## src/rtl/pipe_ctrl_pkg.sv

```systemverilog
// Shared types and constants for the MiniMIPS32 pipeline sequencer:
// stall bus encoding, FSM states, default exception vector, stall priority.
package pipe_ctrl_pkg;

  localparam int unsigned STALL_W   = 6;
  localparam int unsigned PC_PERF_W = 32;
  localparam logic [31:0] PC_EXC_VECTOR = 32'hBFC0_0380;

  localparam logic STOP   = 1'b1;
  localparam logic NOSTOP = 1'b0;

  // [0]=PC, [1]=IF/ID, [2]=ID/EXE, [3]=EXE/MEM, [4]=MEM/WB, [5]=WB
  typedef logic [STALL_W-1:0] stall_bus_t;

  localparam stall_bus_t STALL_NONE = {6{NOSTOP}};
  localparam stall_bus_t STALL_MEM  = {NOSTOP, {5{STOP}}};
  localparam stall_bus_t STALL_DIV  = {{2{NOSTOP}}, {4{STOP}}};
  localparam stall_bus_t STALL_ID   = {{3{NOSTOP}}, {3{STOP}}};
  localparam stall_bus_t STALL_IF   = {{4{NOSTOP}}, {2{STOP}}};

  typedef enum logic [1:0] {
    PC_IDLE     = 2'd0,
    PC_DIV_BUSY = 2'd1,
    PC_EXC_WAIT = 2'd2,
    PC_FLUSH    = 2'd3
  } pc_state_t;

  // Highest-priority stall source wins; div_ready releases the divider stall in its own cycle.
  function automatic stall_bus_t stall_prio(
    input pc_state_t st,
    input logic      req_mem,
    input logic      req_id,
    input logic      req_if,
    input logic      exe_is_div,
    input logic      div_done,
    input logic      div_ready
  );
    stall_bus_t s;
    if (st == PC_FLUSH)
      s = STALL_NONE;
    else if (req_mem || st == PC_EXC_WAIT)
      s = STALL_MEM;
    else if ((st == PC_DIV_BUSY && !div_ready) ||
             (st == PC_IDLE && exe_is_div && !div_done))
      s = STALL_DIV;
    else if (req_id)
      s = STALL_ID;
    else if (req_if)
      s = STALL_IF;
    else
      s = STALL_NONE;
    return s;
  endfunction

endpackage

```

## src/rtl/pipe_ctrl.sv

```systemverilog
// Pipeline sequencer: stall merge, divider start/cancel handshake, exception flush/redirect.
// Optional stall-cycle counter enabled by defining PIPE_PERF_EN.
module pipe_ctrl
  import pipe_ctrl_pkg::*;
#(
  parameter logic [31:0] EXC_VECTOR = PC_EXC_VECTOR
`ifdef PIPE_PERF_EN
  ,
  parameter int unsigned PERF_W = PC_PERF_W
`endif
) (
  input  logic        cpu_clk_50M,
  input  logic        cpu_rst_n,
  input  logic        stallreq_id,
  input  logic        stallreq_if,
  input  logic        stallreq_mem,
  input  logic        exe_is_div,
  input  logic        div_ready,
  input  logic        exc_valid,
  input  logic        exc_is_eret,
  input  logic [31:0] cp0_epc,
  output logic [5:0]  stall,
  output logic        div_start,
  output logic        div_cancel,
  output logic        flush,
  output logic [31:0] flush_pc
`ifdef PIPE_PERF_EN
  ,
  output logic [PERF_W-1:0] perf_stall_cnt
`endif
);

  pc_state_t   state, state_next;
  logic        div_done, div_done_next;
  logic [31:0] exc_target, target_next;
  stall_bus_t  stall_c;
  logic        div_start_c, div_cancel_c;

  always_ff @(posedge cpu_clk_50M or negedge cpu_rst_n) begin
    if (!cpu_rst_n) begin
      state <= PC_IDLE;
    end else begin
      state <= state_next;
    end
  end

  always_comb begin
    state_next    = state;
    div_done_next = div_done;
    target_next   = exc_target;
    div_start_c   = 1'b0;
    div_cancel_c  = 1'b0;
    stall_c       = stall_prio(state, stallreq_mem, stallreq_id, stallreq_if,
                               exe_is_div, div_done, div_ready);

    // The completed DIV has left EXE once EXE/MEM is allowed to advance.
    if (stall_c[3] == NOSTOP) div_done_next = 1'b0;

    case (state)
      PC_IDLE: begin
        if (exc_valid) begin
          target_next = exc_is_eret ? cp0_epc : EXC_VECTOR;
          state_next  = stallreq_mem ? PC_EXC_WAIT : PC_FLUSH;
        end else if (exe_is_div && !div_done && !stallreq_mem) begin
          div_start_c = 1'b1;
          state_next  = PC_DIV_BUSY;
        end
      end
      PC_DIV_BUSY: begin
        if (exc_valid) begin
          target_next  = exc_is_eret ? cp0_epc : EXC_VECTOR;
          div_cancel_c = !div_ready;
          state_next   = stallreq_mem ? PC_EXC_WAIT : PC_FLUSH;
        end else if (div_ready) begin
          div_done_next = 1'b1;
          state_next    = PC_IDLE;
        end
      end
      PC_EXC_WAIT: begin
        if (!stallreq_mem) state_next = PC_FLUSH;
      end
      PC_FLUSH: begin
        div_done_next = 1'b0;
        state_next    = PC_IDLE;
      end
      default: state_next = PC_IDLE;
    endcase

    // Combinational outputs are held quiet while reset is asserted.
    stall      = cpu_rst_n ? stall_c : STALL_NONE;
    div_start  = cpu_rst_n & div_start_c;
    div_cancel = cpu_rst_n & div_cancel_c;
  end

  always_ff @(posedge cpu_clk_50M or negedge cpu_rst_n) begin
    if (!cpu_rst_n) begin
      div_done   <= 1'b0;
      exc_target <= 32'h0;
      flush      <= 1'b0;
      flush_pc   <= 32'h0;
    end else begin
      div_done   <= div_done_next;
      exc_target <= target_next;
      flush      <= (state_next == PC_FLUSH);
      flush_pc   <= (state_next == PC_FLUSH) ? target_next : 32'h0;
    end
  end

`ifdef PIPE_PERF_EN
  // Counts cycles in which the PC is held; wraps naturally.
  always_ff @(posedge cpu_clk_50M or negedge cpu_rst_n) begin
    if (!cpu_rst_n) begin
      perf_stall_cnt <= '0;
    end else if (stall[0] == STOP) begin
      perf_stall_cnt <= perf_stall_cnt + PERF_W'(1);
    end
  end
`endif

endmodule

```

## config.mk

```make
export PLATFORM = sky130hd
export DESIGN_NAME = pipe_ctrl
export DESIGN_NICKNAME = d
export VERILOG_FILES = /design/src/rtl/pipe_ctrl_pkg.sv /design/src/rtl/pipe_ctrl.sv
export SDC_FILE = /design/constraint.sdc
export NUM_CORES = 1
export LEC_CHECK = 0
export CORE_MARGIN = 5
export CORE_UTILIZATION = 45
export DETAILED_ROUTE_END_ITERATION = 10
export GPL_ROUTABILITY_DRIVEN = 0
export PLACE_DENSITY_LB_ADDON = 0.05
export SYNTH_ARGS = -nofsm -noshare
export SYNTH_HDL_FRONTEND = slang
export SYNTH_SLANG_ARGS = --single-unit
```

## constraint.sdc

```tcl
create_clock -name cpu_clk_50M -period 2.5 [get_ports cpu_clk_50M]
set_input_delay 0.375 -clock cpu_clk_50M [delete_from_list [all_inputs] [get_ports cpu_clk_50M]]
set_output_delay 0.375 -clock cpu_clk_50M [all_outputs]
set_load 0.01 [all_outputs]
```

== After elaboration in Yosys (flattened, before gate mapping) ==
Index checks and enable logic that the tools add are counted.
Word-level totals
  flip-flop bits (word level): 68
  word-level logic and storage cells: 49
Operators by class
  bitwise gates (word level): 2
  equal/unequal tests: 4
  reduce and logical (&&, ||, !) cells: 12
  multiplexer cells: 26
Operators by type and width (number)
  $mux 32: 4
  $mux 2: 6
  $mux 6: 2
  $mux 1: 9
  $pmux 2 s4: 1
  $eq 2x2->1 const B: 3
  $logic_and 1x1->1: 5
  $mux 5: 1
  $mux 4: 1
  $logic_not 1->1: 3
  $mux 3: 1
  $and 1x1->1: 2
  $eq 2x1->1 const B: 1
  $logic_not 2->1: 1
  $logic_or 1x1->1: 2
  $pmux 1 s2: 1
  $reduce_or 2->1: 1

== Longest topological paths before layout ==
  depth after elaboration: 11
  mapped depth: 5
  mapped depth without buffers: 3

== Worst setup path after synthesis ==
No wires, ideal clock.
  kind: reg2out
  start point: register state[1]
  end point: output port stall[1]
  required time: 2.125 ns
  buffers on the path: 2
  stages on the path, launching flop included: 6
  setup slack: 0.852 ns
  arrival time: 1.273 ns
  path through: dfrtp_1 > buf_4 > o21ai_0 > o31ai_1 > a21oi_1 > buf_4
On the way
  longest elaborated chain between the ends: 8
RTL lines
  start: declaration: line pipe_ctrl.sv:33  | pc_state_t state, state_next;
  start signal: assignment: line pipe_ctrl.sv:43  | state <= state_next;
  $logic_not 2->1: line pipe_ctrl_pkg.sv:44  | (st == PC_IDLE && exe_is_div && !div_done))
  $logic_and 1x1->1 (2 in a row): line pipe_ctrl_pkg.sv:44
  $logic_or 1x1->1: line pipe_ctrl_pkg.sv:43  | else if ((st == PC_DIV_BUSY && !div_ready) ||
  $mux 4: line pipe_ctrl_pkg.sv:43
  $mux 5: line pipe_ctrl_pkg.sv:41  | else if (req_mem || st == PC_EXC_WAIT)
  $mux 6 (*): line pipe_ctrl_pkg.sv:39  | if (st == PC_FLUSH)
  $mux 6 (*): line pipe_ctrl.sv:90  | stall = cpu_rst_n ? stall_c : STALL_NONE;
  end: declaration: line pipe_ctrl.sv:22  | output logic [5:0] stall,
Mark *: on every way between the ends. The rest lies on a longest branch, timed or not.

== Final worst setup path ==
Ends and elaborated chain as after synthesis.

==> impl_metrics.csv <==
group,metric,value,unit
pwr,p_leak,1.675,nW
floorplan,dieHeight,86.40,um
floorplan,dieArea,7464,um2
timing,slew_viol_final,0,
final_layout,antenna_cells,0,
outcome,status,"finished, final reports clean",
global_routing,grt_max_degree,69,
pwr,ir_drop,618.3,uV
timing,skew,4.039,ps
setup_path,regToRegStartpoint,"state[1]",
clock_network,cts_tree,"built",
global_routing,grt_pass1_vias,1970,
pwr,p_seq_share,44.4,%
pwr,switching_share,30.68,%
clock_network,cts_buffers,9,
final_layout,regArea,1702,um2
timing,rsz0062_at_grt,"no",
final_layout,fillCellCount,452,
clock_network,cts_hold_buf,0,
final_layout,drive_above_1_share,6.383,%
place,hpwl,3702,um
floorplan,die_w,86.40,um
synth,synth_cells,249,
pwr,power_frac_clock,22.9,%
synth,synth_cell_types,26,
synth,synth_top_area_share,64.79,%
synth,synth_edf_count,0,
timing,finalCriticalPeriod,2313,ps
pwr,pwr_density_cell,1046,nW/um2
setup_path,path_max_fanout,13,
floorplan,num_rows,27,
floorplan,ioPinCount,82,
global_routing,antenna_found_initial,0,
final_layout,final_util,65.16,%
global_routing,grt-ovfl-total,0,
pwr,p_comb_share,32.6,%
timing,period_share,92.54,%
timing,setup_violations,0,
final_layout,multiInputGateArea,754.5,um2
synth,avgSynthCellArea,10.55,um2
route,via_per_inst,5.077,
run,max_cap_violations,0,
synth,synth_common_cells,"dfrtp_1, nand2_1, a21oi_1",
timing,setup_tns,0,ps
route,vias,2036,
synth,netlist_area,2626,um2
clock_network,cts-root-buf,"clkbuf_8",
route,ant_nets,0,
route,routed_wl,5707,um
route,wire_per_inst,14.23,um
clock_network,clockBufferDepth,2,
synth,yosysMostFrequentCell,"dfrtp_1",
synth,yosysTopAreaCell,"dfrtp_1",
synth,dominantRegCellSynth,"dfrtp_1",
synth,synth_fp_nets,290,
setup_path,cp.required,2120,ps
synth,yosys-top-cells-area,"dfrtp_1, nand2_1, a21oi_1",
place,portBuffers,80,
final_layout,syn_to_final_growth,38.30,%
pwr,intPower,0.002633,W
synth,seq_area_frac_synth,64.79,%
synth,synth-seq-cells,68,
timing,hold_ws,267.5,ps
global_routing,grtUsageTotal,16.19,%
clock_network,cts.repair.resized,0,
setup_path,startpoint,"state[1]",
clock_network,htree_levels,3,
setup_path,crit_type,"register to output port",
timing,fmaxAchievable,432.3,MHz
route,highest_layer,"met4",
floorplan,initial_core_util,47.12,%
route,dr.pass1.iters,5,
global_routing,grt_pass1_wl,9349,um
timing,worstMarginPinSlew,820.8,ps
clock_network,worstSkewPairLatency,320,ps
clock_network,cts.sink_count,68,
setup_path,startpoint_type,"register",
place,dpl_worst_slack,227.9,ps
route,wl_met3,415,um
clock_network,clk_pin_slew_worst_paths,70,ps
floorplan,coreArea,5574,um2
clock_network,postCtsSetupBuffers,0,
synth,yosysWarnings,0,
setup_path,cp_data_arrival_time,1940,ps
pwr,power.switching,0.001165,W
route,drc,0,
hold_path,min-delay-path-class,"input pin to asynchronous set/reset pin",
timing,slew_headroom,45.28,%
setup_path,end_kind,"output port",
synth,async_flop_share,100.0,%
timing,hold_viol,0,
route,wl_met1,2618,um
timing,fin_ws,186.6,ps
route,met2RoutedLength,2589,um
route,drt-initial-drc-count,71,
final_layout,nets,367,
==> flip-flops by register name, indices dropped and copies added, names as in the netlist <==
name        count
flush_pc       32
state           2
div_done        1
exc_target     32
flush           1
==> per-layer routing <==
layer,vias to the layer above,track usage (%)
met5,-,0
met4,0,6.657
met3,6,5.038
met2,67,24.13
met1,966,22.01
li1,997,-
==> per-stage QoR <==
stage | power (W) | area, um2 | cells
2_1_floorplan | 0.002383 | 2626 | 249
3_3_place_gp | 0.002926 | 3442 | 387
3_5_place_dp | 0.002968 | 3442 | 387
4_1_cts | 0.003846 | 3632 | 401
5_1_grt | 0.004057 | 3632 | 401
6_report | 0.003798 | 3632 | 401
==> placed cells by master (no fill, tap or decap) <==
master	instances
clkdlybuf4s50_1	79
dfrtp_1	68
nand2_1	42
a21oi_1	26
nand3_1	20
nor2_1	17
inv_1	14
a31oi_1	12
a311oi_1	12
clkbuf_8	11
buf_4	7
o21ai_0	4
nor2b_1	3
nand2b_1	2
nor2b_4	1
a22oi_1	1
o211ai_1	1
nor3b_1	1
o31ai_1	1
nor3_1	1
and4_1	1
and4b_1	1
conb_1	1
bufinv_16	1
clkbuf_1	1
clkinv_2	1
==> worst max-delay path, cell delays in order, from the launching register on <==
cell and delay, ps:
dfrtp_1 520, o21ai_0 220, o31ai_1 130, a21oi_1 180, clkdlybuf4s50_1 560
==> path summary, 6_finish.rpt <==
check | endpoint | slack [ps] | cells past startpoint
min | state[0] | 270 | 2
min in group cpu_clk_50M | exc_target[5] | 460 | 2
min reg2reg | exc_target[5] | 460 | 2
max in group asynchronous | flush_pc[11] | 1690 | 2
max | stall[1] | 190 | 4
max reg2reg | flush_pc[7] | 860 | 4
==> power groups by stage <==
stage               clock [W]  combinational [W]  sequential, W
global route         0.000941            0.00137        0.00174
CTS                  0.000894            0.00126        0.00169
global placement            0            0.00123        0.00170
finish               0.000871            0.00124        0.00169
detailed placement          0            0.00126        0.00171
floorplan                   0           0.000643        0.00174
==> area by class of cell <==
| cell class | count | share of cell area (%) |
|---|---|---|
| Tap cell | 72 | 2.480 |
| Timing Repair Buffer | 86 | 23.22 |
| Sequential cell | 68 | 46.85 |
| Clock inverter | 2 | 0.9645 |
| Multi-Input combinational cell | 147 | 20.77 |
| Clock buffer | 12 | 4.271 |
| Inverter | 14 | 1.447 |
==> cell families (layout without fill, tap and decap cells) <==
kind of cell,count (synthesis),after routing,share of synthesized area (%)
compound gates,57,57,13.44
other cells,1,1,0.1428
flops,68,68,64.79
buf+inv,34,114,6.479
simple gates,89,89,15.15
Note: power is estimated with default switching activity, not from simulation.
